==> src/rtl/riscv_pkg.sv <==
// Shared definitions for the execute-stage divider: op encodings, FSM states
// and the default datapath width.
package riscv_pkg;

  localparam int DIV_WIDTH = 32;

  typedef enum logic [1:0] {
    OP_DIV  = 2'b00,
    OP_DIVU = 2'b01,
    OP_REM  = 2'b10,
    OP_REMU = 2'b11
  } div_op_t;

  typedef enum logic [1:0] {
    IDLE = 2'b00,
    CALC = 2'b01,
    FIX  = 2'b10
  } div_state_t;

endpackage

==> src/rtl/div_step.sv <==
// One restoring-division iteration: shift the next dividend bit into the
// partial remainder, then subtract the divisor if it fits.
module div_step
  import riscv_pkg::*;
#(
  parameter int WIDTH = DIV_WIDTH
) (
  input  logic [WIDTH-1:0] rem,
  input  logic             dvd_msb,
  input  logic [WIDTH-1:0] divisor,
  output logic [WIDTH-1:0] rem_next,
  output logic             q_bit
);

  logic [WIDTH-1:0] shifted;

  // The dropped rem MSB is always zero: rem stays below 2**i after i steps.
  assign shifted  = {rem[WIDTH-2:0], dvd_msb};
  assign q_bit    = (shifted >= divisor);
  assign rem_next = q_bit ? (shifted - divisor) : shifted;

endmodule

==> src/rtl/div_unit.sv <==
// Iterative radix-2 restoring divider for RV32M DIV/DIVU/REM/REMU.
// Magnitudes are divided unsigned; signs and special cases are applied at FIX.
module div_unit
  import riscv_pkg::*;
#(
  parameter int WIDTH = DIV_WIDTH
) (
  input  logic             clk,
  input  logic             rst_n,
  input  logic             start,
  input  logic [1:0]       op,
  input  logic [WIDTH-1:0] a,
  input  logic [WIDTH-1:0] b,
  output logic             busy,
  output logic             done,
  output logic [WIDTH-1:0] result,
  output logic             div_zero
);

  localparam int CW = $clog2(WIDTH + 1);
  localparam logic [WIDTH-1:0] MOST_NEG = {1'b1, {(WIDTH-1){1'b0}}};

  div_state_t       state_reg, state_next;
  logic [CW-1:0]    count_reg;
  logic [WIDTH-1:0] dvd_reg, rem_reg, dvs_reg;
  logic             neg_q_reg, neg_r_reg, is_rem_reg, dz_reg;
  logic             busy_reg, done_reg, div_zero_reg;
  logic [WIDTH-1:0] result_reg;

  logic             signed_op, neg_a, neg_b, b_zero, overflow, special;
  logic [WIDTH-1:0] abs_a, abs_b, rem_next, q_fix, r_fix;
  logic             q_bit;

  assign signed_op = ~op[0];
  assign neg_a     = signed_op & a[WIDTH-1];
  assign neg_b     = signed_op & b[WIDTH-1];
  assign abs_a     = neg_a ? -a : a;
  assign abs_b     = neg_b ? -b : b;
  assign b_zero    = (b == '0);
  assign overflow  = signed_op & (a == MOST_NEG) & (b == '1);
  assign special   = b_zero | overflow;

  // dvd_reg shifts the dividend out at the top and the quotient in at the bottom.
  div_step #(.WIDTH(WIDTH)) u_step (
    .rem      (rem_reg),
    .dvd_msb  (dvd_reg[WIDTH-1]),
    .divisor  (dvs_reg),
    .rem_next (rem_next),
    .q_bit    (q_bit)
  );

  assign q_fix = neg_q_reg ? -dvd_reg : dvd_reg;
  assign r_fix = neg_r_reg ? -rem_reg : rem_reg;

  always_ff @(posedge clk) begin
    if (!rst_n) state_reg <= IDLE;
    else        state_reg <= state_next;
  end

  always_comb begin
    state_next = state_reg;
    case (state_reg)
      IDLE:    if (start) state_next = special ? FIX : CALC;
      CALC:    if (count_reg == CW'(1)) state_next = FIX;
      FIX:     state_next = IDLE;
      default: state_next = IDLE;
    endcase
  end

  always_ff @(posedge clk) begin
    if (!rst_n) begin
      busy_reg     <= 1'b0;
      done_reg     <= 1'b0;
      result_reg   <= '0;
      div_zero_reg <= 1'b0;
      count_reg    <= '0;
      dvd_reg      <= '0;
      rem_reg      <= '0;
      dvs_reg      <= '0;
      neg_q_reg    <= 1'b0;
      neg_r_reg    <= 1'b0;
      is_rem_reg   <= 1'b0;
      dz_reg       <= 1'b0;
    end else begin
      done_reg <= 1'b0;
      case (state_reg)
        IDLE: if (start) begin
          busy_reg   <= 1'b1;
          is_rem_reg <= op[1];
          dvs_reg    <= abs_b;
          count_reg  <= CW'(WIDTH);
          dz_reg     <= b_zero;
          // Special cases preload the final quotient/remainder and skip CALC.
          if (b_zero) begin
            dvd_reg   <= '1;
            rem_reg   <= a;
            neg_q_reg <= 1'b0;
            neg_r_reg <= 1'b0;
          end else if (overflow) begin
            dvd_reg   <= a;
            rem_reg   <= '0;
            neg_q_reg <= 1'b0;
            neg_r_reg <= 1'b0;
          end else begin
            dvd_reg   <= abs_a;
            rem_reg   <= '0;
            neg_q_reg <= neg_a ^ neg_b;
            neg_r_reg <= neg_a;
          end
        end
        CALC: begin
          dvd_reg   <= {dvd_reg[WIDTH-2:0], q_bit};
          rem_reg   <= rem_next;
          count_reg <= count_reg - CW'(1);
        end
        FIX: begin
          result_reg   <= is_rem_reg ? r_fix : q_fix;
          div_zero_reg <= dz_reg;
          done_reg     <= 1'b1;
          busy_reg     <= 1'b0;
        end
        default: ;
      endcase
    end
  end

  assign busy     = busy_reg;
  assign done     = done_reg;
  assign result   = result_reg;
  assign div_zero = div_zero_reg;

endmodule
==> config.mk <==
export PLATFORM = sky130hd
export DESIGN_NAME = div_unit
export DESIGN_NICKNAME = d
export VERILOG_FILES = /design/src/rtl/riscv_pkg.sv /design/src/rtl/div_step.sv /design/src/rtl/div_unit.sv
export SDC_FILE = /design/constraint.sdc
export NUM_CORES = 1
export LEC_CHECK = 0
export ABC_CLOCK_PERIOD_IN_PS = 7000
export CORE_ASPECT_RATIO = 0.8
export CORE_UTILIZATION = 40
export DETAILED_ROUTE_END_ITERATION = 12
export DONT_BUFFER_PORTS = 1
export MAX_ROUTING_LAYER = met4
export PLACE_DENSITY = 0.54
export SETUP_SLACK_MARGIN = 0.05
export SYNTH_ARGS = -nofsm -noshare
export SYNTH_HDL_FRONTEND = slang
export SYNTH_SLANG_ARGS = --single-unit
==> constraint.sdc <==
create_clock -name clk -period 7 [get_ports clk]
set_clock_uncertainty 0.05 [all_clocks]
set_input_delay 1.05 -clock clk [delete_from_list [all_inputs] [get_ports clk]]
set_output_delay 1.05 -clock clk [all_outputs]
set_load 0.01 [all_outputs]
==> flow_metrics.py <==
metrics = {
    "outcome": {
        "status": "finished, final reports clean",
    },
    "drt": {
        "wl_met2_mm": 15.16,
        "vias_per_cell": 5.881,
        "met3RoutedLength_mm": 2.497,
        "wl_per_cell_um": 19.98,
        "first_iter_violations": 671,
        "vias": 10051,
        "wl_met1_mm": 16.01,
        "ant_nets": 0,
        "top_layer": "met4",
        "drc": 0,
        "first_pass_iters": 5,
        "routed_wl_mm": 34.15,
    },
    "place": {
        "port_buffers": 0,
        "placed_area_um2": 10860,
        "hpwlAfterDp_mm": 25.12,
        "place_congestion": 0.8913,
        "dp_slack_ps": 2347,
        "dp.cells": 1676,
    },
    "critical_path": {
        "worstPathRequired_ps": 7310,
        "critical_path.top_delay_family": "simple AND/OR/NAND/NOR gates",
        "cp-start-kind": "input pin",
        "crit_chain": "or4_1, or4_1, nor4_2, nand3_1, nand2_1, o221ai_1, a21boi_0",
        "slowest_stage": "nand2_1",
        "r2r_end": "rem_reg[30]",
        "r2r-start": "dvd_reg[31]",
        "r2r_slack_ps": 2870,
        "crit_buf_inv": 0,
        "crit_arrival_ps": 4560,
        "critPathLaunch": "b[9]",
        "critPathKind": "input pin to flip-flop",
        "path_max_fanout": 30,
        "crit_top_cell": "or4_1",
        "cpPeakStageDelay_ps": 910,
        "rr_worst_depth": 12,
        "crit_path_end_kind": "flip-flop",
    },
    "clock_network": {
        "root_buffer": "clkbuf_16",
        "holdBufCountCts": 0,
        "cts_tree": "yes",
        "cts_buffer_depth": 2,
        "htreeDepth": 4,
        "cts_made_buffers": 17,
        "postCtsSetupRepairBufs": 0,
        "post_cts_resize_count": 0,
        "insertion_delay_ps": 440,
        "clk_pin_slew_ps": 60,
        "cts.sinks": 143,
    },
    "sta": {
        "maxSlewViolCount": 0,
        "hold_violations": 0,
        "maxSlewHeadroom_pct": 23.42,
        "max_freq_mhz": 235.6,
        "rsz0062_at_grt": "false",
        "tns_ps": 0,
        "finalCriticalPeriod_ps": 4244,
        "period_share_pct": 60.63,
        "worst_slew_pin_slew_ps": 1146,
        "final-setup-viol-count": 0,
        "layout_setup_ws_ps": 2756,
    },
    "die": {
        "row_count": 53,
        "start_util_pct": 40.60,
        "core_um2": 26260,
        "die_x_um": 184.5,
        "die_height_um": 148.0,
        "ios": 104,
        "floorplan.die_area_um2": 27320,
    },
    "layout": {
        "final_cell_area_um2": 11510,
        "final_cell_mix": "199 x nand2_1, 142 x dfxtp_1, 95 x o21ai_0",
        "final_nets": 1447,
        "final_common_cell": "nand2_1",
        "syn2layout_area_growth_pct": 7.921,
        "fin_cells": 1709,
        "layout-drive-gt1-share_pct": 5.551,
        "final_util_pct": 43.82,
    },
    "grt": {
        "overflow": 0,
        "grt_max_degree": 143,
        "grt_antenna_before_repair": 1,
        "grtUsageTotal_pct": 26.26,
        "grt_pass1_wl_mm": 53.77,
        "grt_pass1_vias": 9485,
    },
    "synthesis": {
        "ys_seq_area_share_pct": 26.85,
        "synth.area.top_cells": "dfxtp_1 27%, nand2_1 7.0%, xnor2_1 6.7%",
        "synth_top_area_share_pct": 26.85,
        "yosys.area.top_type": "dfxtp_1",
        "syn_area_per_cell_um2": 7.638,
        "syn-num-nets": 1505,
        "synthCells": 1396,
        "ys_async_sr_fraction_pct": 0,
        "synth_ff_type": "dfxtp_1",
        "ys_ff_latch": 143,
        "yosysUniqueCellTypes": 70,
        "syn_area_um2": 10660,
        "synth-edff-count": 0,
        "ys_warn_count": 0,
    },
    "hold_path": {
        "hold_class": "flip-flop to flip-flop",
        "hold_start": "dvs_reg[31]",
        "holdPathStages": 2,
        "hold_path_end": "dvs_reg[31]",
    },
    "pwr": {
        "p_leak_nw": 4.284,
        "peakVddDrop_mv": 0.1734,
        "p_per_area_nw_per_um2": 265.1,
    },
    "job": {
        "maxCapViolations": 0,
    },
}
[per-stage QoR]
| stage | power [mW] | hold slack [ps] |
|---|---|---|
| finish | 3.051 | 415.0 |
| global route | 3.233 | 450.5 |
| CTS | 3.060 | 423.5 |
| detailed placement | 2.047 | 416.7 |
| global placement | 2.041 | 403.7 |
| floorplan | 1.796 | 391.0 |
[worst max path at each step]
| stage | endpoint | slack (ps) | cells after the start |
|---|---|---|---|
| 5_1_grt | dvd_reg[20] | 2540 | 7 |
| 3_5_place_dp | dvd_reg[14] | 2350 | 7 |
| 6_report | dvd_reg[25] | 2760 | 7 |
| 3_3_place_gp | rem_reg[10] | 2390 | 9 |
| 4_1_cts | dvd_reg[8] | 2800 | 7 |
| 2_1_floorplan | dvd_reg[13] | 3310 | 12 |
[per-layer routing]
layer  global-route usage [%]  vias up
met2                    39.66      263
met1                    34.89     4774
met4                    6.583        0
met5                        -        -
met3                    6.356       30
li1                         -     4984
[Yosys cell counts (all sizes together), types with 39 or more instances]
library cell and n:
xnor2 82, dfxtp 143, ha 39, nor2 59
xor2 60, nand3 39, o21ai 95, nand2 199
clkbuf 76, inv 57, a21boi 56, a21oi 85
[report_power, final]
group          total, mW  leakage, nW  internal (mW)  switching (mW)
Clock               1.01        0.315          0.631           0.379
Sequential         0.998         1.17          0.891           0.107
Combinational       1.04         2.80          0.422           0.622
Total               3.05         4.28           1.94            1.11
[tightest hold or removal path: cells and delay by family, from the launching register on]
kind	cells	cell delay (ps)
AOI/OAI and AO/OA	1	60
DFF	1	310
and+or+nand+nor	1	50
[cells by family (layout without fill, tap and decap cells)]
| group | after synthesis | after routing | synth area share [%] |
|---|---|---|---|
| flops | 143 | 143 | 26.85 |
| buf+inv | 145 | 100 | 5.222 |
| fa+ha+maj | 40 | 40 | 4.764 |
| simple gates | 445 | 445 | 20.05 |
| mux | 9 | 9 | 0.8918 |
| xor+xnor | 142 | 142 | 11.66 |
| compound gates | 472 | 472 | 30.56 |
| other cells | 0 | 1 | 0 |
[area by class of cell]
| type | count | area (um2) |
|---|---|---|
| diodes | 1 | 2.502 |
| clock buffers | 21 | 480.5 |
| clock inverters | 11 | 160.2 |
| fillers | 2712 | 14750 |
| inverters | 58 | 217.7 |
| multi-input cells | 1108 | 7261 |
| flip-flops and latches | 143 | 2864 |
| well taps | 357 | 446.7 |
| repair buffers | 10 | 75.07 |
Power figures use the tool's default switching activity.
